$ cat config.mk
export PLATFORM = sky130hd
export DESIGN_NAME = ahb_input_port_irq
export DESIGN_NICKNAME = d
export VERILOG_FILES = /design/src/rtl/ahb_pkg.sv /design/src/rtl/input_sync_edge.sv /design/src/rtl/ahb_input_port_irq.sv
export SDC_FILE = /design/constraint.sdc
export NUM_CORES = 1
export LEC_CHECK = 0
export CORE_ASPECT_RATIO = 1.1
export CORE_MARGIN = 2
export CORE_UTILIZATION = 53
export DETAILED_ROUTE_END_ITERATION = 16
export PLACE_DENSITY_LB_ADDON = 0.08
export SLEW_MARGIN = 10
export SYNTH_ARGS = -nofsm -noshare
export SYNTH_HDL_FRONTEND = slang
export SYNTH_HIERARCHICAL = 1
export SYNTH_SLANG_ARGS = --single-unit
$ cat constraint.sdc
create_clock -name HCLK -period 3.85 [get_ports HCLK]
set_input_delay 0.77 -clock HCLK [delete_from_list [all_inputs] [get_ports HCLK]]
set_output_delay 0.77 -clock HCLK [all_outputs]
set_load 0.02 [all_outputs]
$ cat src/rtl/ahb_pkg.sv
`default_nettype none
// ============================================================================
// Module      : ahb_pkg
// Description : Shared AHB-Lite definitions: HTRANS transfer codes and the
//               word offsets (HADDR[3:2]) of the input-port register map.
// Revision    : 1.0 - initial release
// ============================================================================
package ahb_pkg;

    typedef enum logic [1:0] {
        HTRANS_IDLE   = 2'b00,
        HTRANS_BUSY   = 2'b01,
        HTRANS_NONSEQ = 2'b10,
        HTRANS_SEQ    = 2'b11
    } htrans_t;

    // Register word offsets, decoded from HADDR[3:2]
    localparam logic [1:0] c_REG_DATA     = 2'd0;
    localparam logic [1:0] c_REG_STATUS   = 2'd1;
    localparam logic [1:0] c_REG_IRQ_MASK = 2'd2;
    localparam logic [1:0] c_REG_RISE_EN  = 2'd3;

endpackage
`default_nettype wire

$ cat src/rtl/input_sync_edge.sv
`default_nettype none
// ============================================================================
// Module      : input_sync_edge
// Description : Multi-stage synchroniser for asynchronous inputs, optional
//               prescaled debounce, and per-bit edge detection steered by a
//               rise/fall select mask.
// Revision    : 1.0 - initial release
// Config      : AHB_INPUT_PORT_DEBOUNCE_EN enables the debounce stage.
// Ports       : clk        - clock
//               rst        - asynchronous active-high reset
//               i_port     - raw asynchronous inputs
//               i_rise_en  - per bit: 1 = flag rising edges, 0 = falling
//               o_value    - synchronised (and debounced) input value
//               o_edge     - selected edge seen this cycle (combinational)
// ============================================================================
module input_sync_edge
    import ahb_pkg::*;
#(
    parameter int WIDTH       = 32,
    parameter int SYNC_STAGES = 2
`ifdef AHB_INPUT_PORT_DEBOUNCE_EN
    ,
    parameter int DEBOUNCE_DIV = 1000
`endif
) (
    input  logic             clk,
    input  logic             rst,
    input  logic [WIDTH-1:0] i_port,
    input  logic [WIDTH-1:0] i_rise_en,
    output logic [WIDTH-1:0] o_value,
    output logic [WIDTH-1:0] o_edge
);

    logic [SYNC_STAGES-1:0][WIDTH-1:0] r_sync;
    logic [WIDTH-1:0]                  w_sync;
    logic [WIDTH-1:0]                  w_value;
    logic [WIDTH-1:0]                  r_prev;
    logic [WIDTH-1:0]                  w_rise;
    logic [WIDTH-1:0]                  w_fall;

    // Stage 0 samples the pad; the last stage is the first safe value.
    always_ff @(posedge clk or posedge rst) begin
        if (rst) begin
            r_sync <= '0;
        end else begin
            r_sync <= {r_sync[SYNC_STAGES-2:0], i_port};
        end
    end

    assign w_sync = r_sync[SYNC_STAGES-1];

`ifdef AHB_INPUT_PORT_DEBOUNCE_EN
    localparam int c_CNT_W = (DEBOUNCE_DIV > 1) ? $clog2(DEBOUNCE_DIV) : 1;

    logic [c_CNT_W-1:0] r_div_cnt;
    logic               r_tick;
    logic [WIDTH-1:0]   r_sample;
    logic [WIDTH-1:0]   r_deb;
    logic [WIDTH-1:0]   w_agree;

    // A bit is accepted only when two consecutive tick samples match.
    assign w_agree = ~(w_sync ^ r_sample);

    always_ff @(posedge clk or posedge rst) begin
        if (rst) begin
            r_div_cnt <= '0;
            r_tick    <= 1'b0;
            r_sample  <= '0;
            r_deb     <= '0;
        end else begin
            if (r_div_cnt == c_CNT_W'(DEBOUNCE_DIV - 1)) begin
                r_div_cnt <= '0;
                r_tick    <= 1'b1;
            end else begin
                r_div_cnt <= r_div_cnt + 1'b1;
                r_tick    <= 1'b0;
            end
            if (r_tick) begin
                r_sample <= w_sync;
                r_deb    <= (w_sync & w_agree) | (r_deb & ~w_agree);
            end
        end
    end

    assign w_value = r_deb;
`else
    assign w_value = w_sync;
`endif

    always_ff @(posedge clk or posedge rst) begin
        if (rst) begin
            r_prev <= '0;
        end else begin
            r_prev <= w_value;
        end
    end

    assign w_rise  = w_value & ~r_prev;
    assign w_fall  = ~w_value & r_prev;
    assign o_edge  = (w_rise & i_rise_en) | (w_fall & ~i_rise_en);
    assign o_value = w_value;

endmodule
`default_nettype wire

$ cat src/rtl/ahb_input_port_irq.sv
`default_nettype none
// ============================================================================
// Module      : ahb_input_port_irq
// Description : AHB-Lite slave exposing a synchronised input port with sticky
//               per-bit edge status and a maskable level interrupt.
//               Zero wait states, no error responses.
// Revision    : 1.0 - initial release
// Config      : AHB_INPUT_PORT_DEBOUNCE_EN adds a prescaled debounce stage
//               (parameter DEBOUNCE_DIV) ahead of DATA and edge detection.
// Ports       : HCLK, HRESET (async, active-high)
//               HADDR/HWDATA/HSIZE/HTRANS/HWRITE/HREADY/HSEL - AHB inputs
//               HRDATA, HREADYOUT - AHB outputs
//               iPort - asynchronous external inputs
//               irq   - level interrupt, active-high
// Registers   : 0x0 DATA (RO), 0x4 STATUS (W1C), 0x8 IRQ_MASK (RW),
//               0xC RISE_EN (RW; 1 = rising, 0 = falling)
// ============================================================================
module ahb_input_port_irq
    import ahb_pkg::*;
#(
    parameter int          WIDTH         = 32,
    parameter int          SYNC_STAGES   = 2,
    parameter logic [31:0] RESET_RISE_EN = 32'hFFFF_FFFF
`ifdef AHB_INPUT_PORT_DEBOUNCE_EN
    ,
    parameter int          DEBOUNCE_DIV  = 1000
`endif
) (
    input  logic             HCLK,
    input  logic             HRESET,
    input  logic [31:0]      HADDR,
    input  logic [31:0]      HWDATA,
    input  logic [2:0]       HSIZE,
    input  logic [1:0]       HTRANS,
    input  logic             HWRITE,
    input  logic             HREADY,
    input  logic             HSEL,
    output logic [31:0]      HRDATA,
    output logic             HREADYOUT,
    input  logic [WIDTH-1:0] iPort,
    output logic             irq
);

    logic             r_rd_en;
    logic             r_wr_en;
    logic [1:0]       r_addr;
    logic [WIDTH-1:0] r_status;
    logic [WIDTH-1:0] r_irq_mask;
    logic [WIDTH-1:0] r_rise_en;
    logic             r_irq;
    logic             w_addr_valid;
    logic [WIDTH-1:0] w_value;
    logic [WIDTH-1:0] w_edge;
    logic [WIDTH-1:0] w_clr;
    logic [31:0]      w_rdata;
    logic             w_unused;

    // Size and unmapped address/data bits carry no meaning for this slave.
    assign w_unused = ^{HSIZE, HADDR[31:4], HADDR[1:0], HWDATA};

    input_sync_edge #(
        .WIDTH       (WIDTH),
        .SYNC_STAGES (SYNC_STAGES)
`ifdef AHB_INPUT_PORT_DEBOUNCE_EN
        ,
        .DEBOUNCE_DIV(DEBOUNCE_DIV)
`endif
    ) u_sync_edge (
        .clk       (HCLK),
        .rst       (HRESET),
        .i_port    (iPort),
        .i_rise_en (r_rise_en),
        .o_value   (w_value),
        .o_edge    (w_edge)
    );

    assign w_addr_valid = HREADY && HSEL && (HTRANS != HTRANS_IDLE);

    // Address phase capture; HREADYOUT is always 1 so every cycle is a
    // fresh address phase.
    always_ff @(posedge HCLK or posedge HRESET) begin
        if (HRESET) begin
            r_rd_en <= 1'b0;
            r_wr_en <= 1'b0;
            r_addr  <= 2'd0;
        end else begin
            r_rd_en <= w_addr_valid && !HWRITE;
            r_wr_en <= w_addr_valid && HWRITE;
            if (w_addr_valid) begin
                r_addr <= HADDR[3:2];
            end
        end
    end

    assign w_clr = (r_wr_en && (r_addr == c_REG_STATUS)) ? HWDATA[WIDTH-1:0] : '0;

    // Control registers and sticky status. A new edge is OR-ed in after the
    // clear so that a simultaneous clear cannot lose it.
    always_ff @(posedge HCLK or posedge HRESET) begin
        if (HRESET) begin
            r_status   <= '0;
            r_irq_mask <= '0;
            r_rise_en  <= RESET_RISE_EN[WIDTH-1:0];
            r_irq      <= 1'b0;
        end else begin
            r_status <= (r_status & ~w_clr) | w_edge;
            r_irq    <= |(r_status & r_irq_mask);
            if (r_wr_en) begin
                case (r_addr)
                    c_REG_IRQ_MASK: r_irq_mask <= HWDATA[WIDTH-1:0];
                    c_REG_RISE_EN:  r_rise_en  <= HWDATA[WIDTH-1:0];
                    default: ;
                endcase
            end
        end
    end

    always_comb begin
        w_rdata = 32'd0;
        if (r_rd_en) begin
            case (r_addr)
                c_REG_DATA:     w_rdata = 32'(w_value);
                c_REG_STATUS:   w_rdata = 32'(r_status);
                c_REG_IRQ_MASK: w_rdata = 32'(r_irq_mask);
                c_REG_RISE_EN:  w_rdata = 32'(r_rise_en);
                default:        w_rdata = 32'd0;
            endcase
        end
    end

    assign HRDATA    = w_rdata;
    assign HREADYOUT = 1'b1;
    assign irq       = r_irq;

endmodule
`default_nettype wire

* Word-level counts from Yosys, hierarchy flattened
Cells that the tools add are included.
** Word-level totals
- Flip-flop bits (word level) :: 197
- Latch bits :: 0
- RAM bits :: 0
- ROM bits :: 0
- Bits of input ports :: 106
- Output and inout bits :: 34
- Logic and storage cells :: 39
- Memories kept :: 0
** Operators by class
- Add/sub/neg operators :: 0
- Multiply operators :: 0
- Div/mod/pow operators :: 0
- Order comparisons :: 0
- Eq/ne operators :: 3
- Shifts and indexed selects :: 0
- Mux-type cells :: 3
- Bitwise operators :: 12
- Reductions and logical operators :: 11
** Operators with widths (number)
- 32-bit bitwise AND :: 6
- 32-bit inverter :: 4
- 32-bit one-hot mux with 4 select lines :: 1
- 32-bit 2-to-1 mux :: 2
- 32-bit bitwise OR :: 2
- 32-bit OR reduction :: 1
- 1-bit logical AND :: 5
- 2-bit equality test, second input constant :: 2
- 2-bit AND reduction :: 2
- 2-bit by 1-bit equality test with 1-bit output, second input constant :: 1
- 2-bit zero test :: 1
- 2-bit nonzero test :: 1
- 1-bit zero test :: 1

* Logic depth before layout (Yosys ltp)
Gate-level depths: netlist of run 1.
- Depth in word-level cells :: 6
- Depth in mapped cells :: 6
- Gate-level depth less buffers :: 3

* Hierarchy
The synthesis of run 1 kept the hierarchy.
** Modules (own cells, without submodules)
- ahb_input_port_irq :: times used 1, cells an instance 347, area each 4987.3 µm², sequential area each 2567.5 µm²
- input_sync_edge :: times used 1, cells an instance 225, area each 3367.0 µm², sequential area each 2402.3 µm²

* Least setup slack after synthesis of run 1
OpenSTA, ideal clock, no wires.
- Kind :: register to output
- From :: register r_addr[0]
- To :: output HRDATA[10]
- Arrival :: 1320 ps
- Data required time :: 3080 ps
- Path slack :: 1760 ps
- Cell stages (with the launch flop) :: 5
- Buffers on the path :: 2
- Path through :: dfrtp_1 -> buf_6 -> buf_12 -> mux4_2 -> and2_1
** On the way
- Word-level cells in the longest chain between the ends :: 3
- Elaborated cells on any way between the ends :: 6
- Those cells by class :: eq/ne (3); mux (2); reduce/logical (1)
** Ends and longest elaborated chain
- start: declaration :: RTL line ahb_input_port_irq.sv:46 : logic [1:0] r_addr;
- start signal: assignment :: RTL line ahb_input_port_irq.sv:90 : r_addr <= HADDR[3:2];
- 2-bit equality test, or another cell as far along :: RTL line ahb_input_port_irq.sv:121 : case (r_addr)
- 32-bit one-hot mux with 4 select lines * :: RTL line ahb_input_port_irq.sv:121
- 32-bit 2-to-1 mux * :: RTL line ahb_input_port_irq.sv:120 : if (r_rd_en) begin
- end: declaration :: RTL line ahb_input_port_irq.sv:38 : output logic [31:0] HRDATA,
Mark *: on every way between the ends. The rest lies on a longest branch, timed or not.

* Final worst setup path of run 1
- From :: register r_addr[1]
- To :: output HRDATA[4]
The elaborated chain is that of the path after synthesis.

==> out/qor.yml, run 1 <==
status: "finished clean"
cp-endpoint: "HRDATA[4]"
synth_simple_gate_area_share_pct: 10.0
synth_area_um2: 8350
dp_cells: 833
yosysMostFrequentCell: "dfrtp_1"
crit_family: "flip-flops"
grt_use_met3_pct: 4.34
async_flop_share_pct: 100
fin_hold_ws_ns: 0.351
vias: 4846
cp.arrival_ns: 2.62
cap_violations: 0
required_ns: 3.08
synth_compound_area_share_pct: 7.76
clock_latency_ns: 0.43
antenna_left: 0
numCtsBuffers: 17
die-width_um: 124
slowest_delay_ns: 0.86
critical_path_class: "register to primary output"
yosys_warnings: 6
fmax_mhz: 295
setup_viol: 0
drc: 0
totalWireLength_um: 16700
fin_crit_sh_pct: 88.1
yosys-top-cells-count: "165 x dfrtp_1, 60 x mux2_2, 37 x buf_4"
stdcell_area_um2: 9960
yosysSeqAreaShare_pct: 59.5
fin_tns_setup_ns: 0
gr-usage-met2_pct: 36.5
r2r-end: "r_irq_mask[30]"
hold_buffers: 0
p_per_area_nw_per_um2: 566
grt_pass1_vias: 5324
path_buf_inv: 2
clockBufferDepth: 2
crit_chain: "buf_4 > mux4_2 > and2_1 > clkdlybuf4s50_1"
path_depth: 4
startpoint_type: "register"
routabilityCongestion: 0.780
layout.cells.non_filler: 865
path_max_fanout: 27
grt_max_degree: 76
reg2reg_slack_ns: 1.68
end_kind: "primary output"
intPower_w: 0.00422
dr.pass1.iters: 4
hp-class: "register to register"
use_met1_pct: 28.2
fin_skew_ns: 0.0112
grt_remaining_overflow: 0
viasPerCell: 5.60
power_frac_seq_pct: 50.1
synth_top_area_cell: "dfrtp_1"
clockRootBuffer: "clkbuf_16"
htree_levels: 4
final.min_clock_period_ns: 3.39
reg2reg_depth: 2
synth_area_leaders: "dfrtp_1 49%, dfstp_2 10%, mux2_2 8.1%"
ios: 140
ys_ff_latch: 197
utilization_pct: 64.0
cts_tree: "yes"
max-slew-margin-rel_pct: 44.2
syn_inst: 572
core_area_um2: 15600
p_leak_nw: 3.93
p_switching_w: 0.00142
peakVddDrop_mv: 0.362
busiest_layer: "met2"
area_delta_synth_final_pct: 19.2
rsz0062_at_grt: "no"
rows: 48
slew_viol_final: 0
synthMuxAreaShare_pct: 17.7
finalHoldViolCount: 0
die_h_um: 136
path_clk_slew_ns: 0.06
grt_util_all_layers_pct: 21.7
yosys.area.top_type_share_pct: 49.4
post_cts.repair.setup_buffers: 0
synth-xor-area-share_pct: 0
r2r_start: "r_addr[1]"
initialDrtViolationCount: 272
dp_hpwl_um: 10800
finalNetCount: 758
start_util_pct: 53.7
final_layout_size_suffix_gt1_share_pct: 29.9
swShare_pct: 25.2
synth_edf_count: 0
synth_cell_types: 27
cts_resized: 0
power_frac_comb_pct: 18.7
yosys.area_share.adder_pct: 0
cts_sinks: 197
die-area_um2: 16800
io_buffer_count: 105
syn_nets: 678
synth_top_family_by_area: "multiplexers"
diodes: 0
max_slew.worst_pin.slew_ns: 0.836
cpMaxStageDelayCell: "dfrtp_2"
clkPwrFrac_pct: 31.2
syn_area_per_cell_um2: 14.6
ys.flop_type: "dfrtp_1"
critPathLaunch: "r_addr[1]"
routedWlPerCell_um: 19.3
grt_pass1_wl_um: 27400
place_area_um2: 9370
antenna_found_initial: 0
==> worst min path at each step <==
stage | depth (start not counted) | end | slack [ns] | startpoint
4_1_cts | 0 | u_sync_edge/o_value[16] | 0.35 | u_sync_edge/r_sync[16]
6_report | 0 | u_sync_edge/o_value[5] | 0.35 | u_sync_edge/r_sync[5]
3_3_place_gp | 0 | u_sync_edge/o_value[9] | 0.33 | u_sync_edge/r_sync[9]
2_1_floorplan | 0 | u_sync_edge/o_value[0] | 0.33 | u_sync_edge/r_sync[0]
5_1_grt | 0 | u_sync_edge/o_value[5] | 0.36 | u_sync_edge/r_sync[5]
3_5_place_dp | 0 | u_sync_edge/o_value[7] | 0.34 | u_sync_edge/r_sync[7]
==> final cells by class <==
| class | instances | area, um2 |
|---|---|---|
| Inverter | 3 | 16.3 |
| Timing Repair Buffer | 115 | 1160 |
| Tap cell | 200 | 250 |
| Clock inverter | 8 | 98.8 |
| Sequential cell | 197 | 4970 |
| Clock buffer | 24 | 492 |
| Fill cell | 1177 | 5590 |
| Multi-Input combinational cell | 318 | 2970 |
==> metal layers <==
layer,up-vias,wire (um)
met5,-,0
met4,0,200
met3,18,650
met2,101,8680
met1,2562,7130
li1,2165,-
==> power groups by stage <==
stage	combinational, W	clock, W	sequential, W
6_report	0.00106	0.00176	0.00283
5_1_grt	0.00116	0.00190	0.00288
4_1_cts	0.00108	0.00179	0.00282
3_5_place_dp	0.00107	0	0.00286
3_3_place_gp	0.00104	0	0.00283
2_1_floorplan	0.000877	0	0.00274
==> cell usage in the layout (no fill, tap or decap), types with 2 or more instances in the layout <==
cell type and count:
a22oi_1 16, clkinv_2 3, nand3b_1 32, dfrtp_2 2, buf_4 7, dfrtp_1 163, nand4_1 4, inv_4 2
mux4_1 3, mux2_1 6, bufinv_16 2, o21ai_2 32, clkbuf_8 4, clkbuf_1 3, nor2_1 2, mux4_2 29
nand2_1 32, clkdlybuf4s50_1 105, mux2_2 60, a21o_1 32, and2_1 32, clkinvlp_4 2, nand2b_1 32, dfstp_2 32
buf_12 3, clkbuf_16 17
==> flip-flops by register name (all words and copies together), names as in the netlist, 2 cells and up <==
| signal | count |
|---|---|
| u_sync_edge/r_prev | 32 |
| r_addr | 2 |
| r_status | 32 |
| u_sync_edge/r_sync | 32 |
| r_rise_en | 32 |
| u_sync_edge/o_value | 32 |
| r_irq_mask | 32 |
==> through the flow <==
step                power (W)  worst slack [ns]
floorplan             0.00361             0.486
global placement      0.00387             0.892
detailed placement    0.00393             0.903
CTS                   0.00569             0.421
global route          0.00593             0.354
finish                0.00564             0.458
==> cell families (layout without fill, tap and decap cells) <==
group,after synthesis,after routing
flops,197,197
simple gates,138,138
buf+inv,57,150
mux,98,98
compound gates,81,81
other cells,1,1
No activity file was read; power rests on OpenSTA's default activity.
==> run 2: changes to the inputs <==
--- a/config.mk
+++ b/config.mk
@@ -15,3 +15,4 @@
 export SYNTH_HDL_FRONTEND = slang
 export SYNTH_HIERARCHICAL = 1
 export SYNTH_SLANG_ARGS = --single-unit
+export TNS_END_PERCENT = 5
==> results of run 2 <==
The final DEF is identical to that of run 1; final timing and power are the same.
==> run 3: changes to the inputs <==
--- a/config.mk
+++ b/config.mk
@@ -8,6 +8,7 @@
 export CORE_ASPECT_RATIO = 1.1
 export CORE_MARGIN = 2
 export CORE_UTILIZATION = 53
+export CTS_CLUSTER_DIAMETER = 40
 export DETAILED_ROUTE_END_ITERATION = 16
 export PLACE_DENSITY_LB_ADDON = 0.08
 export SLEW_MARGIN = 10
==> results of run 3 <==
The final DEF is identical to that of run 1; final timing and power are the same.
